[src/rtl/adi_alu_if.sv]
// Operand/opcode bus and registered result for adi_alu.
// The master drives Opcode/A/B; the ALU (slave) returns C and Division_by_Zero.
interface adi_alu_if #(
    parameter int unsigned WIDTH = 8
);
    logic [3:0]         Opcode;
    logic [WIDTH-1:0]   A;
    logic [WIDTH-1:0]   B;
    logic [2*WIDTH-1:0] C;
    logic               Division_by_Zero;

    modport master (
        output Opcode,
        output A,
        output B,
        input  C,
        input  Division_by_Zero
    );

    modport slave (
        input  Opcode,
        input  A,
        input  B,
        output C,
        output Division_by_Zero
    );
endinterface

[src/rtl/adi_alu.sv]
// Registered single-cycle ALU with a 2*WIDTH result and a division-by-zero flag.
// Define ALU_DIV_EN to build the divider for DIV/MOD; otherwise both return 0 with no flag.
module adi_alu #(
    parameter int unsigned WIDTH = 8
) (
    input  logic      clk,
    input  logic      reset,
    adi_alu_if.slave  bus
);
    localparam int unsigned ShW = $clog2(WIDTH);

    typedef enum logic [3:0] {
        OpAdd  = 4'd0,
        OpSub  = 4'd1,
        OpMul  = 4'd2,
        OpDiv  = 4'd3,
        OpMod  = 4'd4,
        OpAnd  = 4'd5,
        OpOr   = 4'd6,
        OpXor  = 4'd7,
        OpNand = 4'd8,
        OpNor  = 4'd9,
        OpXnor = 4'd10,
        OpNot  = 4'd11,
        OpShl  = 4'd12,
        OpShr  = 4'd13,
        OpEq   = 4'd14,
        OpGt   = 4'd15
    } op_e;

    logic [2*WIDTH-1:0] a_x, b_x;
    logic [2*WIDTH-1:0] c_d, c_q;
    logic               dbz_d, dbz_q;
    logic [ShW-1:0]     sh_amt;

    assign a_x    = {{WIDTH{1'b0}}, bus.A};
    assign b_x    = {{WIDTH{1'b0}}, bus.B};
    assign sh_amt = bus.B[ShW-1:0];

    always_comb begin
        c_d   = '0;
        dbz_d = 1'b0;
        unique case (op_e'(bus.Opcode))
            OpAdd:  c_d = a_x + b_x;
            OpSub:  c_d = a_x - b_x;
            OpMul:  c_d = a_x * b_x;
`ifdef ALU_DIV_EN
            OpDiv: begin
                if (bus.B == '0) dbz_d = 1'b1;
                else             c_d   = a_x / b_x;
            end
            OpMod: begin
                if (bus.B == '0) dbz_d = 1'b1;
                else             c_d   = a_x % b_x;
            end
`else
            OpDiv, OpMod: c_d = '0;
`endif
            OpAnd:  c_d = {{WIDTH{1'b0}}, bus.A & bus.B};
            OpOr:   c_d = {{WIDTH{1'b0}}, bus.A | bus.B};
            OpXor:  c_d = {{WIDTH{1'b0}}, bus.A ^ bus.B};
            OpNand: c_d = {{WIDTH{1'b0}}, ~(bus.A & bus.B)};
            OpNor:  c_d = {{WIDTH{1'b0}}, ~(bus.A | bus.B)};
            OpXnor: c_d = {{WIDTH{1'b0}}, ~(bus.A ^ bus.B)};
            OpNot:  c_d = {{WIDTH{1'b0}}, ~bus.A};
            // Shift in the widened domain so SHL never drops bits.
            OpShl:  c_d = a_x << sh_amt;
            OpShr:  c_d = a_x >> sh_amt;
            OpEq:   c_d = {{(2*WIDTH-1){1'b0}}, bus.A == bus.B};
            OpGt:   c_d = {{(2*WIDTH-1){1'b0}}, bus.A > bus.B};
            default: c_d = '0;
        endcase
    end

    always_ff @(posedge clk or negedge reset) begin
        if (!reset) begin
            c_q   <= '0;
            dbz_q <= 1'b0;
        end else begin
            c_q   <= c_d;
            dbz_q <= dbz_d;
        end
    end

    assign bus.C                = c_q;
    assign bus.Division_by_Zero = dbz_q;
endmodule

[src/flat_wrapper.sv]
// flat-port wrapper written by rule: the top's interface ports become plain ports
module adi_alu_flat 
#(
    parameter int unsigned WIDTH = 8
)
  (clk, reset, bus_Opcode, bus_A, bus_B, bus_C, bus_Division_by_Zero);
  adi_alu_if #(.WIDTH(WIDTH)) bus_i ();
  input  logic clk;
  input  logic reset;
  input wire logic [$bits(bus_i.Opcode)-1:0] bus_Opcode;
  input wire logic [$bits(bus_i.A)-1:0] bus_A;
  input wire logic [$bits(bus_i.B)-1:0] bus_B;
  output wire logic [$bits(bus_i.C)-1:0] bus_C;
  output wire logic [$bits(bus_i.Division_by_Zero)-1:0] bus_Division_by_Zero;
  assign bus_i.Opcode = bus_Opcode;
  assign bus_i.A = bus_A;
  assign bus_i.B = bus_B;
  assign bus_C = bus_i.C;
  assign bus_Division_by_Zero = bus_i.Division_by_Zero;
  adi_alu #(.WIDTH(WIDTH)) u_core (.clk(clk), .reset(reset), .bus(bus_i));
endmodule
[config.mk]
export PLATFORM = sky130hd
export DESIGN_NAME = adi_alu_flat
export DESIGN_NICKNAME = d
export VERILOG_FILES = /design/src/rtl/adi_alu_if.sv /design/src/rtl/adi_alu.sv /design/src/flat_wrapper.sv
export SDC_FILE = /design/constraint.sdc
export NUM_CORES = 1
export LEC_CHECK = 0
export BUFFER_PORTS_ARGS = -buffer_cell sky130_fd_sc_hd__buf_2
export CELL_PAD_IN_SITES_DETAIL_PLACEMENT = 2
export CELL_PAD_IN_SITES_GLOBAL_PLACEMENT = 2
export CORE_UTILIZATION = 38
export DETAILED_ROUTE_END_ITERATION = 8
export PLACE_DENSITY_LB_ADDON = 0.12
export SLEW_MARGIN = 20
export SYNTH_ARGS = -nofsm -noshare
export SYNTH_HDL_FRONTEND = slang
export SYNTH_SLANG_ARGS = --single-unit
[constraint.sdc]
create_clock -name clk -period 0.8 [get_ports clk]
set_input_delay 0.04 -clock clk [delete_from_list [all_inputs] [get_ports clk]]
set_output_delay 0.04 -clock clk [all_outputs]
set_load 0.01 [all_outputs]
==> results of run 1 <==
metrics by stage:
step / hold WS, ns / TNS [ns] / instance area (µm²) / cells / setup WS [ns]
3_3_place_gp: -0.0362 / -43.45 / 6770 / 973 / -3.18
2_1_floorplan: -0.256 / -35.04 / 5050 / 596 / -2.91
cells by family after synthesis:
family          count (synthesis)  synth area share (%)
compound gates                149                  22.6
xor+xnor                       11                  2.03
fa+ha+maj                      99                  32.1
buf+inv                       111                  9.77
flops                          16                  8.43
mux                            26                  6.56
other cells                     1                0.0789
simple gates                  183                  18.5
==> results.sh, run 1 <==
export IMPL_status="did not finish"
export IMPL_flow_stopped_at="detailed placement"
export IMPL_toolErrorMsg="[ERROR DPL-0033] detailed placement checks failed during check placement."
export IMPL_ys_seq_area_share_pct=8.43
export IMPL_die_h_um=114
export IMPL_syn_area_per_cell_um2=7.97
export IMPL_synthCells=596
export IMPL_pin_count=39
export IMPL_ys_ff_latch=16
export IMPL_synth_most_common_cell="inv_1"
export IMPL_die_w_um=114
export IMPL_ys_types=75
export IMPL_numPortBuffers=37
export IMPL_ys_warn_count=0
export IMPL_synth_top_area_share_pct=16.1
export IMPL_place_congestion=0.935
export IMPL_row_count=40
export IMPL_ys_flop_type="dfrtp_1"
export IMPL_syn_nets=717
export IMPL_async_reset_ff_share_pct=100
export IMPL_synth_common_cells="76 x inv_1, 69 x nor2_1, 61 x ha_1"
export IMPL_hpwl_um=23300
export IMPL_syn_area_um2=4750
export IMPL_synth_edf_count=0
export IMPL_yosys_area_top_type="ha_1"
export IMPL_synth_top_cells_by_area="ha_1 16%, fa_1 16%, dfrtp_1 8.4%, inv_1 6.0%, nor2_1 5.5%"
export IMPL_start_util_pct=39.2
==> run 2: changes to the inputs <==
--- a/config.mk
+++ b/config.mk
@@ -6,11 +6,9 @@
 export NUM_CORES = 1
 export LEC_CHECK = 0
 export BUFFER_PORTS_ARGS = -buffer_cell sky130_fd_sc_hd__buf_2
-export CELL_PAD_IN_SITES_DETAIL_PLACEMENT = 2
-export CELL_PAD_IN_SITES_GLOBAL_PLACEMENT = 2
-export CORE_UTILIZATION = 38
+export CORE_UTILIZATION = 35
 export DETAILED_ROUTE_END_ITERATION = 8
-export PLACE_DENSITY_LB_ADDON = 0.12
+export PLACE_DENSITY_LB_ADDON = 0.15
 export SLEW_MARGIN = 20
 export SYNTH_ARGS = -nofsm -noshare
 export SYNTH_HDL_FRONTEND = slang
==> run 2 against run 1 <==
Against the previous run: the flow now finishes, with violations (setup timing); area after synthesis did not move; synthesized cell count did not move.
==> results.sh, run 2 <==
export IMPL_status="finished with violations"
export IMPL_violations="setup timing"
export IMPL_max_slew_worst_pin_slew_ns=0.660
export IMPL_hpwl_um=16000
export IMPL_drc=0
export IMPL_die_w_um=119
export IMPL_largest_register_ffs=16
export IMPL_slew_headroom_pct=55.6
export IMPL_met3_usage_pct=3.04
export IMPL_die_h_um=119
export IMPL_setup_viol=19
export IMPL_wirelength_um=19600
export IMPL_clockRootBuffer="clkbuf_16"
export IMPL_fin_crit_sh_pct=456
export IMPL_synth_edf_count=0
export IMPL_fin_tns_setup_ns=-37.30
export IMPL_start_util_pct=35.9
export IMPL_layout_common_cells="188 x buf_4, 50 x nor2_1, 49 x inv_1"
export IMPL_vias=5441
export IMPL_drt_first_iter_violations=323
export IMPL_syn_area_per_cell_um2=7.97
export IMPL_fin_util_pct=60.1
export IMPL_cts_buffers=3
export IMPL_hold_ws_ns=0.236
export IMPL_yosys_area_top_type="ha_1"
export IMPL_fp_dieArea_um2=14000
export IMPL_clkSlewWorstSetupHoldPaths_ns=0.05
export IMPL_hold_path_class="in -> async"
export IMPL_placed_cells=970
export IMPL_ys_ff_latch=16
export IMPL_critPathCaptureType="flip-flop"
export IMPL_synthCells=596
export IMPL_num_antenna_cells=0
export IMPL_fin_cells=1002
export IMPL_nets=948
export IMPL_grt_max_degree=20
export IMPL_tritoncts="done"
export IMPL_drt_pass1_iterations=7
export IMPL_fillers=1188
export IMPL_mostFrequentLayoutCell="buf_4"
export IMPL_fin_ws_ns=-2.84
export IMPL_synthXorXnorAreaFrac_pct=2.03
export IMPL_seq_area_um2=400
export IMPL_ys_seq_area_share_pct=8.43
export IMPL_ys_flop_type="dfrtp_1"
export IMPL_synth_adder_area_share_pct=32.1
export IMPL_numPortBuffers=37
export IMPL_row_count=42
export IMPL_clock_path_buffers=2
export IMPL_grt_use_met2_pct=47.7
export IMPL_final_hold_viol_count=0
export IMPL_drive_gt1_share_pct=51.6
export IMPL_multi_input_area_um2=4730
export IMPL_pin_count=39
export IMPL_antenna_found_initial=0
export IMPL_max_freq_ghz=0.274
export IMPL_synth_top_area_share_pct=16.1
export IMPL_synth_most_common_cell="inv_1"
export IMPL_vdd_ir_drop_worst_uv=2130
export IMPL_ant_nets=0
export IMPL_grt_pass1_wl_um=30500
export IMPL_ys_warn_count=0
export IMPL_path_max_fanout=5
export IMPL_startpoint_type="input pin"
export IMPL_met1_usage_pct=35.4
export IMPL_via_per_inst=5.43
export IMPL_synth_compound_area_share_pct=22.6
export IMPL_grt_pass1_vias=5614
export IMPL_syn2layout_area_growth_pct=67.4
export IMPL_synth_common_cells="76 x inv_1, 69 x nor2_1, 61 x ha_1"
export IMPL_htreeDepth=1
export IMPL_power_density_nw_per_um2=1580
export IMPL_arrival_ns=3.77
export IMPL_async_reset_ff_share_pct=100
export IMPL_yosys_area_share_simple_pct=18.5
export IMPL_leakage_nw=3.63
export IMPL_synth_mux_area_share_pct=6.56
export IMPL_total_power_w=0.0125
export IMPL_min_period_ns=3.64
export IMPL_cts_sinks=16
export IMPL_place_congestion=0.961
export IMPL_grtUsageTotal_pct=28.3
export IMPL_critical_path_required_ns=0.92
export IMPL_critical_path_class="in -> reg"
export IMPL_drv_slew=0
export IMPL_wl_per_cell_um=19.5
export IMPL_ys_types=75
export IMPL_core_area_um2=13200
export IMPL_synth_top_cells_by_area="ha_1 16%, fa_1 16%, dfrtp_1 8.4%, inv_1 6.0%, nor2_1 5.5%"
export IMPL_syn_area_um2=4750
export IMPL_synth_top_family_by_area="adder cells"
export IMPL_gr_max_usage_layer="met2"
export IMPL_syn_nets=717
export IMPL_grt_setup_unrepaired="true"
export IMPL_grt_overflow=0
export IMPL_cap_viol_max_count=0
==> run 2: cell counts after synthesis <==
No cell type changed its count.
==> run 2: layout make-up <==
type / instances / area share [%]
Clock buffer: 4 / 1.12
Tap cell: 176 / 2.77
Timing Repair Buffer: 255 / 26.8
Sequential cell: 16 / 5.03
Inverter: 82 / 4.80
Multi-Input combinational cell: 469 / 59.5
==> run 2: path summary, 6_finish.rpt <==
check                      slack, ns  depth (start not counted)                    endpoint     start
max in group asynchronous       0.30                          2   u_core.bus.C[6]$_DFF_PN0_     reset
worst min-delay path            0.24                          2   u_core.bus.C[3]$_DFF_PN0_     reset
min in group clk                0.46                          7   u_core.bus.C[2]$_DFF_PN0_  bus_A[2]
worst max-delay path           -2.84                         16  u_core.bus.C[12]$_DFF_PN0_  bus_A[4]
==> run 2: critical path: stages <==
cell,delay (ns)
buf_12,0.12
buf_12,0.12
clkinv_8,0.04
nor2_4,0.03
fa_1,0.49
fa_1,0.51
fa_1,0.50
inv_1,0.05
fa_1,0.50
inv_2,0.05
ha_4,0.22
a2111o_1,0.40
o21a_1,0.22
a31oi_1,0.17
xor2_1,0.20
o21ai_1,0.11
==> run 2: stage by stage <==
| stage | area, µm² | setup slack, ns |
|---|---|---|
| after CTS | 7380 | -2.89 |
| after global placement | 6710 | -3.29 |
| final | 7950 | -2.84 |
| after global routing | 7950 | -2.95 |
| after detailed placement | 6710 | -3.33 |
| after floorplan | 5050 | -2.91 |
==> run 2: metal layers <==
layer	wire length, µm	up-vias
met5	0	-
met4	1150	0
met3	881	66
met2	9420	187
met1	8140	2620
li1	-	2568
==> run 2: cells by family (layout without fill, tap and decap cells) <==
logic type | count (synthesis) | after routing
flip-flops | 16 | 16
AO/OA/AOI/OAI | 149 | 149
adder cells (fa/ha/maj) | 99 | 99
buffers and inverters | 111 | 341
multiplexers | 26 | 26
XOR/XNOR | 11 | 11
other | 1 | 1
AND/OR/NAND/NOR | 183 | 183
==> run 2: repair_timing <==
| action | CTS | global route |
|---|---|---|
| gates cloned | 1 | 0 |
| gates resized for setup | 103 | 104 |
| pin swaps | 56 | 68 |
| hold endpoints to repair | 16 | 0 |
| hold buffers | 1 | 0 |
| setup endpoints to repair | 19 | 21 |
| setup buffers | 13 | 16 |
==> run 2: report_power, final <==
part	internal [W]	switching, W	total [W]	leakage (nW)
combinational	0.00528	0.00520	0.0105	3.38
clock	0.000761	0.000336	0.00110	0.0442
sequential	0.000924	0.0000271	0.000951	0.210
No activity file was read; power rests on OpenSTA's default activity.
==> run 3: changes to the inputs <==
--- a/config.mk
+++ b/config.mk
@@ -6,7 +6,7 @@
 export NUM_CORES = 1
 export LEC_CHECK = 0
 export BUFFER_PORTS_ARGS = -buffer_cell sky130_fd_sc_hd__buf_2
-export CORE_UTILIZATION = 35
+export CORE_UTILIZATION = 60
 export DETAILED_ROUTE_END_ITERATION = 8
 export PLACE_DENSITY_LB_ADDON = 0.15
 export SLEW_MARGIN = 20
==> run 3 against run 2 <==
Against the previous run: the flow now stops in global routing; area after synthesis stayed put; synthesized cell count stayed put.
==> results.sh, run 3 <==
export IMPL_cts_sinks=16
export IMPL_grt_overflow=50
export IMPL_place_congestion=1.05
export IMPL_toolErrorMsg="[ERROR GRT-0116] Global routing finished with congestion. Check the congestion regions in the DRC Viewer."
export IMPL_start_util_pct=61.8
export IMPL_async_reset_ff_share_pct=100
export IMPL_synth_most_common_cell="inv_1"
export IMPL_clockRootBuffer="clkbuf_8"
export IMPL_flow_stopped_at="global routing"
export IMPL_ys_types=75
export IMPL_htreeDepth=1
export IMPL_syn_area_um2=4750
export IMPL_grt_pass1_vias=7960
export IMPL_ys_flop_type="dfrtp_1"
export IMPL_syn_nets=717
export IMPL_synthCells=596
export IMPL_pin_count=39
export IMPL_synth_top_area_share_pct=16.1
export IMPL_ys_warn_count=0
export IMPL_synth_common_cells="76 x inv_1, 69 x nor2_1, 61 x ha_1"
export IMPL_hpwl_um=15000
export IMPL_numPortBuffers=37
export IMPL_ys_ff_latch=16
export IMPL_syn_area_per_cell_um2=7.97
export IMPL_synth_top_cells_by_area="ha_1 16%, fa_1 16%, dfrtp_1 8.4%, inv_1 6.0%, nor2_1 5.5%"
export IMPL_row_count=32
export IMPL_ys_seq_area_share_pct=8.43
export IMPL_grt_pass1_wl_um=46900
export IMPL_clock_path_buffers=2
export IMPL_cts_buffers=3
export IMPL_synth_edf_count=0
export IMPL_grtUsageTotal_pct=75.0
export IMPL_status="did not finish"
export IMPL_die_w_um=91.0
export IMPL_die_h_um=91.0
export IMPL_yosys_area_top_type="ha_1"
export IMPL_dpl_instance_area_um2=6520
export IMPL_grt_max_degree=21
export IMPL_pre_cts_ws_ns=-3.37
## run 3: cell counts after synthesis
No cell type changed its count.
## run 3: repair_timing
action                                  CTS
pin swaps                                72
resized for setup                       137
buffers inserted                         18
endpoints found under the setup margin   19
hold buffers                              1
endpoints found under the hold margin    16
## run 3: logic make-up after synthesis
group / share of synthesized area (%)
mux: 6.56
compound gates: 22.6
other cells: 0.0789
flops: 8.43
fa+ha+maj: 32.1
simple gates: 18.5
buf+inv: 9.77
xor+xnor: 2.03
## run 3: routing by layer
| metal | track usage, % | GRT overflow |
|---|---|---|
| met3 | 54.9 | 0 |
| met4 | 80.2 | 20 |
| met1 | 73.6 | 0 |
| met2 | 96.1 | 30 |
| met5 | 8.33 | 0 |
## run 3: stage by stage
step	util [%]	cells	hold slack (ns)
4_1_cts	95.1	909	0.238
3_3_place_gp	84.8	888	-0.0429
2_1_floorplan	-	596	-0.256
3_5_place_dp	84.8	888	-0.0253
